### config.mk
export PLATFORM = sky130hd
export DESIGN_NAME = rom_burst_arbiter
export DESIGN_NICKNAME = d
export VERILOG_FILES = /design/src/rtl/rom_burst_arbiter.sv
export SDC_FILE = /design/constraint.sdc
export NUM_CORES = 1
export LEC_CHECK = 0
export CORE_MARGIN = 3
export CORE_UTILIZATION = 32
export CTS_CLUSTER_SIZE = 30
export DETAILED_ROUTE_END_ITERATION = 7
export GPL_ROUTABILITY_DRIVEN = 1
export PLACE_DENSITY = 0.75
export SYNTH_ARGS = -nofsm -noshare
export SYNTH_HDL_FRONTEND = slang
export SYNTH_SLANG_ARGS = --single-unit
### constraint.sdc
create_clock -name clk -period 1.7 [get_ports clk]
set_clock_uncertainty 0.15 [all_clocks]
set_input_delay 0.425 -clock clk [delete_from_list [all_inputs] [get_ports clk]]
set_output_delay 0.425 -clock clk [all_outputs]
set_load 0.05 [all_outputs]
### src/rtl/rom_burst_arbiter.sv
`default_nettype none
// ============================================================================
// Module   : rom_burst_arbiter
// Purpose  : Locks the reciprocal-coefficient ROM to one of two requesters
//            and streams a wrapping burst. The optional ROM_ARB_FIXED_PRIO_EN
//            macro makes req0 win every tie.
// Revision : 1.0
// ============================================================================
module rom_burst_arbiter #(
    parameter int ADDR_W = 4,
    parameter int DATA_W = 16
) (
    input  logic              clk,
    input  logic              rst_n,
    input  logic              req0,
    input  logic [ADDR_W-1:0] addr0,
    input  logic [ADDR_W-1:0] len0,
    input  logic              req1,
    input  logic [ADDR_W-1:0] addr1,
    input  logic [ADDR_W-1:0] len1,
    output logic              gnt0,
    output logic              gnt1,
    output logic              rvalid0,
    output logic              rvalid1,
    output logic              rlast,
    output logic [DATA_W-1:0] rdata,
    output logic              rom_en,
    output logic [ADDR_W-1:0] rom_addr,
    input  logic [DATA_W-1:0] rom_dout,
    output logic              busy
);

    typedef enum logic [0:0] {
        ST_IDLE  = 1'b0,
        ST_BURST = 1'b1
    } state_t;

    state_t            r_state;
    logic              r_owner;
    logic [ADDR_W-1:0] r_cur_addr;
    logic [ADDR_W-1:0] r_beats_left;
    logic              r_rr_last;
    logic              r_rv_q;
    logic              r_rown_q;
    logic              r_rlast_q;

    logic              w_win;
    logic              w_start;
    logic              w_final_beat;
    logic [ADDR_W-1:0] w_start_addr;
    logic [ADDR_W-1:0] w_start_len;

`ifdef ROM_ARB_FIXED_PRIO_EN
    assign w_win = ~req0;
`else
    // On a tie the requester that did not win last time gets the ROM.
    assign w_win = (req0 & req1) ? ~r_rr_last : req1;
`endif

    assign w_start      = rst_n & (r_state == ST_IDLE) & (req0 | req1);
    assign w_start_addr = w_win ? addr1 : addr0;
    assign w_start_len  = w_win ? len1 : len0;
    assign w_final_beat = (r_state == ST_BURST) && (r_beats_left == ADDR_W'(1));

    assign gnt0     = w_start & ~w_win;
    assign gnt1     = w_start & w_win;
    assign rom_en   = w_start | (rst_n & (r_state == ST_BURST));
    assign rom_addr = (r_state == ST_BURST) ? r_cur_addr : w_start_addr;
    assign busy     = (r_state == ST_BURST);

    assign rvalid0  = r_rv_q & ~r_rown_q;
    assign rvalid1  = r_rv_q & r_rown_q;
    assign rlast    = r_rlast_q;
    assign rdata    = rom_dout;

    always_ff @(posedge clk or negedge rst_n) begin
        if (!rst_n) begin
            r_state      <= ST_IDLE;
            r_owner      <= 1'b0;
            r_cur_addr   <= '0;
            r_beats_left <= '0;
            r_rr_last    <= 1'b1;
            r_rv_q       <= 1'b0;
            r_rown_q     <= 1'b0;
            r_rlast_q    <= 1'b0;
        end else begin
            case (r_state)
                ST_IDLE: begin
                    if (w_start) begin
                        r_owner      <= w_win;
                        r_cur_addr   <= w_start_addr + ADDR_W'(1);
                        r_beats_left <= w_start_len;
                        r_rr_last    <= w_win;
                        r_rv_q       <= 1'b1;
                        r_rown_q     <= w_win;
                        r_rlast_q    <= (w_start_len == '0);
                        r_state      <= (w_start_len == '0) ? ST_IDLE : ST_BURST;
                    end else begin
                        r_rv_q    <= 1'b0;
                        r_rlast_q <= 1'b0;
                    end
                end
                ST_BURST: begin
                    r_cur_addr   <= r_cur_addr + ADDR_W'(1);
                    r_beats_left <= r_beats_left - ADDR_W'(1);
                    r_rv_q       <= 1'b1;
                    r_rown_q     <= r_owner;
                    r_rlast_q    <= w_final_beat;
                    if (w_final_beat) begin
                        r_state <= ST_IDLE;
                    end
                end
                default: begin
                    r_state <= ST_IDLE;
                end
            endcase
        end
    end

endmodule
`default_nettype wire

Yosys cells after proc, flatten, opt, wreduce, memory -nomap -nowiden
Index checks and enable logic that the tools add are counted.
{ "totals": {"regBits": 14, "latch_bits": 0, "mem_bits_rw": 0, "mem_bits_ro": 0, "output_inout_bits": 27, "wordCells": 48, "memories": 0} }
{ "classes": {"addsub": 3, "mul": 0, "div_mod_pow": 0, "magnitude_cmp": 0, "n_eq_ne": 2, "shifts": 0, "muxes": 18, "bitwise_logic": 14, "reduce_logical": 3} }
{ "ops": {"columns": ["op", "count"], "rows": [
  ["$mux W4", 5],
  ["$pmux W4 S2", 2],
  ["$add A4 B1 Y4 const B", 2],
  ["$and A1 B1 Y1", 8],
  ["$pmux W1 S2", 4],
  ["$mux W1", 7],
  ["$eq A4 B1 Y1 const B", 1],
  ["$logic_not A4 Y1", 1],
  ["$not A1 Y1", 4],
  ["$sub A4 B1 Y4 const B", 1],
  ["$ne A2 B2 Y1 const B", 1],
  ["$or A1 B1 Y1", 2],
  ["$reduce_and A2 Y1", 1],
  ["$logic_and A1 B1 Y1", 1]
]} }

Depth between registers and ports, before layout
Gate-level depths: netlist of run 1.
{ "depth": {"depth_word": 7, "ltp_mapped": 6} }

Worst setup path before layout of run 1
Ideal clock, no wire load.
{ "synth_timing": {"path_kind": "register to output", "startpoint": "register r_state, in the netlist busy", "endpoint": "output gnt1", "t_arrival_ns": 2.129, "t_required_ns": 1.125, "setup_slack_ns": -1.004, "path_stages_with_launch": 3, "cell_sequence": "dfrtp_1 -> buf_6 -> nor3b_1"} }
{ "synth_via": {"elab_chain_len": 4} }
{ "synth_rtl": {"columns": ["item", "line_no", "text"], "rows": [
  ["start, declared", "38", "state_t r_state;"],
  ["start signal, assigned", "97", "r_state <= (w_start_len == '0) ? ST_IDLE : ST_BURST;"],
  ["$not A1 Y1 (no source line)", null, null],
  ["$and A1 B1 Y1 (2 in series)", "60", "assign w_start = rst_n & (r_state == ST_IDLE) & (req0 | req1);"],
  ["$and A1 B1 Y1", "66", "assign gnt1 = w_start & w_win;"],
  ["end, declared", "22", "output logic gnt1,"]
]} }
No other way between the ends.

Worst setup path after layout of run 1
{ "layout_timing": {"startpoint": "register r_rr_last", "endpoint": "output rom_addr[1]"} }
{ "layout_via": {"elab_chain_len": 4} }
{ "layout_rtl": {"columns": ["item", "line_no", "text"], "rows": [
  ["start, declared", "42", "logic r_rr_last;"],
  ["start signal, assigned", "93", "r_rr_last <= w_win;"],
  ["$not A1 Y1", "57", "assign w_win = (req0 & req1) ? ~r_rr_last : req1;"],
  ["$mux W1", "57", null],
  ["$mux W4", "61", "assign w_start_addr = w_win ? addr1 : addr0;"],
  ["$mux W4", "68", "assign rom_addr = (r_state == ST_BURST) ? r_cur_addr : w_start_addr;"],
  ["end, declared", "28", "output logic [ADDR_W-1:0] rom_addr,"]
]} }
No other way between the ends.

==> results of run 1 <==
## synthesized netlist by cell type
master	number	share of area (%)
nand2b_1	3	1.9
dfstp_2	1	2.7
buf_6	2	2.3
xnor2_1	3	2.7
inv_1	5	1.9
or2b_1	1	0.78
nand4_1	1	0.65
o31a_2	1	1.0
mux2i_4	1	2.3
nor2_1	8	3.1
nand2_1	7	2.7
o22ai_1	2	1.3
o21ai_0	6	3.1
a21oi_1	1	0.52
buf_4	17	13
mux2_4	1	1.5
or4_1	1	0.78
dfrtp_1	13	34
o221ai_1	2	1.8
or3_1	1	0.65
a21o_1	2	1.5
a31oi_1	1	0.65
o311ai_0	1	0.90
o21a_1	1	0.78
ha_1	2	2.6
a221o_1	1	1.0
nor3b_1	1	0.78
mux2i_1	7	7.2
o211ai_1	1	0.78
and2_1	3	1.9
clkbuf_1	1	0.39
a21boi_2	1	1.2
nor2b_1	1	0.65
o2111ai_1	1	0.90
## routing by layer
layer / track usage, % / vias up
li1: - / 422
met1: 18.18 / 430
met2: 31.45 / 42
met3: 3.774 / 6
met4: 7.740 / 0
met5: 0 / -
## flip-flops by register name (all words and copies together), names as in the netlist
register	cells
busy	1
r_beats_left	4
r_cur_addr	4
r_owner	1
r_rown_q	1
r_rr_last	1
r_rv_q	1
rlast	1
## through the flow
step	power, mW	hold WS, ns
6_report	3.206	0.09725
5_1_grt	3.376	0.09450
4_1_cts	3.003	0.08438
3_5_place_dp	2.432	0.3328
3_3_place_gp	2.375	0.3151
2_1_floorplan	1.756	-0.02059
## cell type report
| type | count | area (sq um) | share of cell area [%] |
|---|---|---|---|
| Sequential cell | 14 | 352.8 | 20.30 |
| Clock buffer | 4 | 36.28 | 2.088 |
| Inverter | 5 | 21.27 | 1.224 |
| Timing Repair Buffer | 58 | 661.9 | 38.08 |
| Multi-Input combinational cell | 62 | 626.9 | 36.07 |
| Tap cell | 31 | 38.79 | 2.232 |
## critical path: stages, from the launching register on
cell,delay [ns]
dfstp_2,0.39
a21boi_4,0.17
buf_6,0.17
mux2i_4,0.25
o21a_2,0.20
buf_12,0.14
## cell families after synthesis
logic type      Yosys count  share of synthesized area, %
simple gates             27                         13.96
buf+inv                  25                         17.83
compound gates           21                         15.50
fa+ha+maj                 2                         2.584
xor+xnor                  3                         2.714
mux                       9                         11.11
flops                    14                         36.31
## power groups by stage
stage               combinational (mW)  clock [mW]  sequential (mW)
floorplan                         1.10           0            0.657
global placement                  1.73           0            0.641
detailed placement                1.78           0            0.647
CTS                               2.10       0.254            0.650
global route                      2.43       0.270            0.680
finish                            2.30       0.246            0.659
## how the worst min path moves through the flow
stage / end / slack (ns) / depth (start not counted)
6_report: r_rv_q / 0.1 / 2
5_1_grt: r_rv_q / 0.09 / 2
4_1_cts: r_rv_q / 0.08 / 2
3_5_place_dp: r_owner / 0.33 / 1
3_3_place_gp: r_owner / 0.32 / 1
2_1_floorplan: busy / -0.02 / 0
## timing repair
item | CTS | global route
setup buffers | 6 | 6
setup endpoints to repair | 21 | 18
hold endpoints to repair | 0 | 0
gates resized for setup | 39 | 16
pin swaps | 12 | 6
==> results.sh, run 1 <==
export IMPL_critPathCaptureType="output port"
export IMPL_synth_sequential_area_ratio_pct=36.30
export IMPL_avgRoutedWirePerCell_um=17.56
export IMPL_dp_cells=160
export IMPL_timing_hold_violations_final=0
export IMPL_worstSetupEndpoint="rom_addr[1]"
export IMPL_max_slew_margin_pct=78.51
export IMPL_drt_iter0_drc=27
export IMPL_starting_density_of_the_core_pct=34.23
export IMPL_p_comb_share_pct=71.8
export IMPL_finish_utilization_pct=61.43
export IMPL_routed_via_density=5.172
export IMPL_tritoncts="built"
export IMPL_synth_yosys_warnings=0
export IMPL_final_area_sq_um=1738
export IMPL_area_growth_pct=79.46
export IMPL_fp_dieW_um=61.01
export IMPL_core_sq_um=2829
export IMPL_cts_sinks=14
export IMPL_ioPinCount=63
export IMPL_cts_root_buffer_cell="clkbuf_4"
export IMPL_power_report_internal_total_mw=1.850
export IMPL_timing_worst_setup_path_type="reg2out"
export IMPL_power_switching_share_pct=42.28
export IMPL_synthDistinctLibCells=34
export IMPL_seqPwrFrac_pct=20.6
export IMPL_buffers_added_on_ports=30
export IMPL_setup_viol_count_final=14
export IMPL_antenna_violating_nets_post_route=0
export IMPL_required_ns=1.12
export IMPL_global_placement_routability_congestion=0.9070
export IMPL_period_minus_slack_ns=2.184
export IMPL_route_met2_wl_mm=1.711
export IMPL_total_switching_power_mw=1.356
export IMPL_clkPwrFrac_pct=7.7
export IMPL_power_leakage_nw=0.7504
export IMPL_via_count_of_the_first_global_routing_pass=929
export IMPL_status="finished with violations"
export IMPL_overflow=0
export IMPL_cts_root_to_sink_buffers=2
export IMPL_rrSetupSlack_ns=-0.41
export IMPL_rsz0062_at_grt="yes"
export IMPL_routedLengthMet1_mm=1.101
export IMPL_grtUsageTotal_pct=16.95
export IMPL_syn_cell_area_sq_um=968.4
export IMPL_highest_count_cells_in_the_layout_ignoring_fill_and_taps="clkdlybuf4s50_1, buf_6, buf_4"
export IMPL_clk_pin_slew_ns=0.09
export IMPL_layout_commonest_cell="clkdlybuf4s50_1"
export IMPL_first_pass_grt_wire_length_mm=4.491
export IMPL_ys_ff_latch=14
export IMPL_cts_buffers_inserted=3
export IMPL_cp_data_arrival_time_ns=1.61
export IMPL_r2r_cells=9
export IMPL_route_final_wire_length_mm=3.055
export IMPL_fmaxAchievable_mhz=457.9
export IMPL_power_density_nw_per_um2=1845
export IMPL_timing_rr_start="r_rr_last"
export IMPL_route_met3_wl_um=195
export IMPL_dpl_hpwl_mm=2.030
export IMPL_syn_area_per_cell_sq_um=9.588
export IMPL_violations="negative setup slack"
export IMPL_worst_setup_slack_before_clock_tree_synthesis_ns=-0.8554
export IMPL_clkLatencyLatePin_ns=0.28
export IMPL_antenna_cells=0
export IMPL_cts_hold_buffers=0
export IMPL_placedInstanceArea_sq_um=1424
export IMPL_worst_slew_pin_slew_ns=0.3184
export IMPL_nNetsFinal=182
export IMPL_syn_inst=101
export IMPL_die_area_sq_um=3722
export IMPL_highest_layer="met4"
export IMPL_antenna_found_initial=0
export IMPL_fillCellCount=211
export IMPL_finish_cell_count_without_fillers=174
export IMPL_final_period_utilization_pct=128.4
export IMPL_cap_violations=0
export IMPL_worst_path_max_fanout=5
export IMPL_post_route_drc_count=0
export IMPL_cts_htree_levels=1
export IMPL_synth_net_count=139
export IMPL_crit_path_start="r_rr_last"
export IMPL_core_rowCount=19
export IMPL_final_setup_tns_ns=-3.854
export IMPL_grt_max_degree=16
export IMPL_drive_gt1_share_pct=51.05
export IMPL_worstHoldPathType="in2async"
export IMPL_crit_path_start_kind="register"
export IMPL_detail_route_first_pass_iterations=4
export IMPL_drv_slew=0
export IMPL_worst_r2r_endpoint="r_cur_addr[3]"
export IMPL_die_h_um=61.01
export IMPL_vias=900
export IMPL_vdd_ir_drop_worst_mv=0.6059
export IMPL_worst_slack_ns=-0.4836
No activity file was read; power rests on OpenSTA's default activity.
==> run 2, diff against run 1 <==
PLACE_DENSITY = unset   (was 0.75)
PLACE_DENSITY_LB_ADDON = 0.08   (was unset)
SLEW_MARGIN = 0   (was unset)
==> run 2 against run 1 <==
The flow still finishes with violations (negative setup slack). Sequential power fell by 4.2%. Combinational power fell by 13%. Wire length fell by 19%. Global-route usage fell by 2.5 points. Cell count fell by 1.7%. Highest routed layer unchanged.
==> results.sh, run 2 (synthesis results as in run 1) <==
export IMPL_fp_dieW_um=61.01
export IMPL_holdWs_ns=0.09903
export IMPL_nNetsFinal=179
export IMPL_timing_hold_violations_final=0
export IMPL_ioPinCount=63
export IMPL_drive_gt1_share_pct=43.57
export IMPL_antenna_violating_nets_post_route=0
export IMPL_worst_path_max_fanout=4
export IMPL_antenna_found_initial=0
export IMPL_violations="negative setup slack"
export IMPL_required_ns=1.12
export IMPL_starting_density_of_the_core_pct=34.23
export IMPL_grtUsageTotal_pct=14.44
export IMPL_grt_max_degree=16
export IMPL_cts_buffers_inserted=3
export IMPL_worstHoldPathType="in2async"
export IMPL_fmaxAchievable_mhz=458.0
export IMPL_avgRoutedWirePerCell_um=14.49
export IMPL_drv_slew=0
export IMPL_final_period_utilization_pct=128.4
export IMPL_cts_htree_levels=1
export IMPL_max_slew_margin_pct=78.78
export IMPL_worst_slack_ns=-0.4835
export IMPL_via_count_of_the_first_global_routing_pass=845
export IMPL_dpl_hpwl_mm=1.847
export IMPL_p_total_mw=2.871
export IMPL_clkPwrFrac_pct=8.6
export IMPL_rsz0062_at_grt="yes"
export IMPL_post_route_drc_count=0
export IMPL_cts_root_buffer_cell="clkbuf_4"
export IMPL_clk_pin_slew_ns=0.09
export IMPL_crit_path_start_kind="register"
export IMPL_worst_path_largest_cell_delay_ns=0.39
export IMPL_seqPwrFrac_pct=22.0
export IMPL_die_area_sq_um=3722
export IMPL_core_rowCount=19
export IMPL_worst_setup_slack_before_clock_tree_synthesis_ns=-0.9180
export IMPL_vdd_ir_drop_worst_mv=0.8492
export IMPL_layout_commonest_cell="buf_4"
export IMPL_p_comb_share_pct=69.5
export IMPL_dp_cells=159
export IMPL_overflow=0
export IMPL_power_leakage_nw=0.7150
export IMPL_finish_cell_count_without_fillers=171
export IMPL_routed_via_density=4.860
export IMPL_drt_iter0_drc=11
export IMPL_antenna_cells=0
export IMPL_cp_cell_sequence="a21boi_4 > buf_6 > mux2i_2 > and2_4 > buf_12"
export IMPL_route_final_wire_length_mm=2.478
export IMPL_cts_sinks=14
export IMPL_period_minus_slack_ns=2.184
export IMPL_cap_violations=0
export IMPL_cp_data_arrival_time_ns=1.61
export IMPL_first_pass_grt_wire_length_mm=3.843
export IMPL_highest_count_cells_in_the_layout_ignoring_fill_and_taps="buf_4, clkdlybuf4s50_1, dfrtp_1"
export IMPL_status="finished with violations"
export IMPL_setup_viol_count_final=12
export IMPL_timing_worst_setup_path_type="reg2out"
export IMPL_area_growth_pct=65.63
export IMPL_final_area_sq_um=1604
export IMPL_die_h_um=61.01
export IMPL_detail_route_first_pass_iterations=3
export IMPL_total_switching_power_mw=1.192
export IMPL_vias=831
export IMPL_power_density_nw_per_um2=1790
export IMPL_core_sq_um=2829
export IMPL_largestRegisters="r_beats_left: 4 flops, r_cur_addr: 4 flops"
export IMPL_placedInstanceArea_sq_um=1416
export IMPL_tritoncts="built"
export IMPL_cts_root_to_sink_buffers=2
export IMPL_critical_path_slowest_cell="dfstp_2"
export IMPL_power_switching_share_pct=41.52
export IMPL_global_placement_routability_congestion=0.8069
export IMPL_power_report_internal_total_mw=1.679
export IMPL_clkLatencyLatePin_ns=0.28
export IMPL_buffers_added_on_ports=30
export IMPL_critPathCaptureType="output port"
export IMPL_worst_slew_pin_slew_ns=0.3143
==> run 2: cell type report <==
class | instances | area (sq um)
Inverter | 5 | 21.27
Sequential cell | 14 | 352.8
Tap cell | 31 | 38.79
Fill cell | 259 | 1225
Clock buffer | 4 | 36.28
Timing Repair Buffer | 55 | 608.1
Multi-Input combinational cell | 62 | 546.8
==> run 2: repair_timing <==
action	4_1_cts	5_1_grt
hold buffers	0	0
endpoints found under the setup margin	21	15
buffers inserted	8	2
resized for setup	19	7
pin swaps	4	0
==> run 2: critical path, delay by kind of cell, from the launching register on <==
family                 cells  cell delay, ns
buffers and inverters      2            0.29
AOI/OAI and AO/OA          1            0.20
and+or+nand+nor            1            0.19
DFF                        1            0.39
muxes                      1            0.24
==> run 2: power by group through the flow <==
| stage | clock network [mW] | registers, mW | logic [mW] |
|---|---|---|---|
| floorplan | 0 | 0.657 | 1.10 |
| global placement | 0 | 0.655 | 1.72 |
| detailed placement | 0 | 0.658 | 1.75 |
| CTS | 0.261 | 0.626 | 1.95 |
| global route | 0.271 | 0.650 | 2.14 |
| finish | 0.247 | 0.631 | 1.99 |
==> run 2: worst paths after layout <==
check,slack (ns),cells after the start,to,start
worst max-delay path,-0.48,5,rom_addr[0],r_rr_last
worst min-delay path,0.1,2,r_cur_addr[1],rst_n
worst max register to register,-0.24,7,r_cur_addr[3],r_rr_last
worst min register to register,0.36,1,r_owner,r_owner
max in group asynchronous,1.07,2,r_rr_last,rst_n
min in group clk,0.36,1,r_owner,r_owner
==> run 2: stage by stage <==
step	TNS (ns)	util (%)
after global routing	-4.306	56.70
final	-3.400	56.70
after global placement	-11.84	50.07
after floorplan	-1.183	-
after detailed placement	-13.02	50.07
after CTS	-3.447	55.33
==> run 2: metal layers <==
metal | up-vias | global-route usage [%] | wire length, um
met5 | - | 0 | 0
met4 | 0 | 3.096 | 12
met3 | 2 | 4.822 | 179
met2 | 32 | 24.58 | 1158
met1 | 385 | 17.86 | 1126
li1 | 412 | - | -
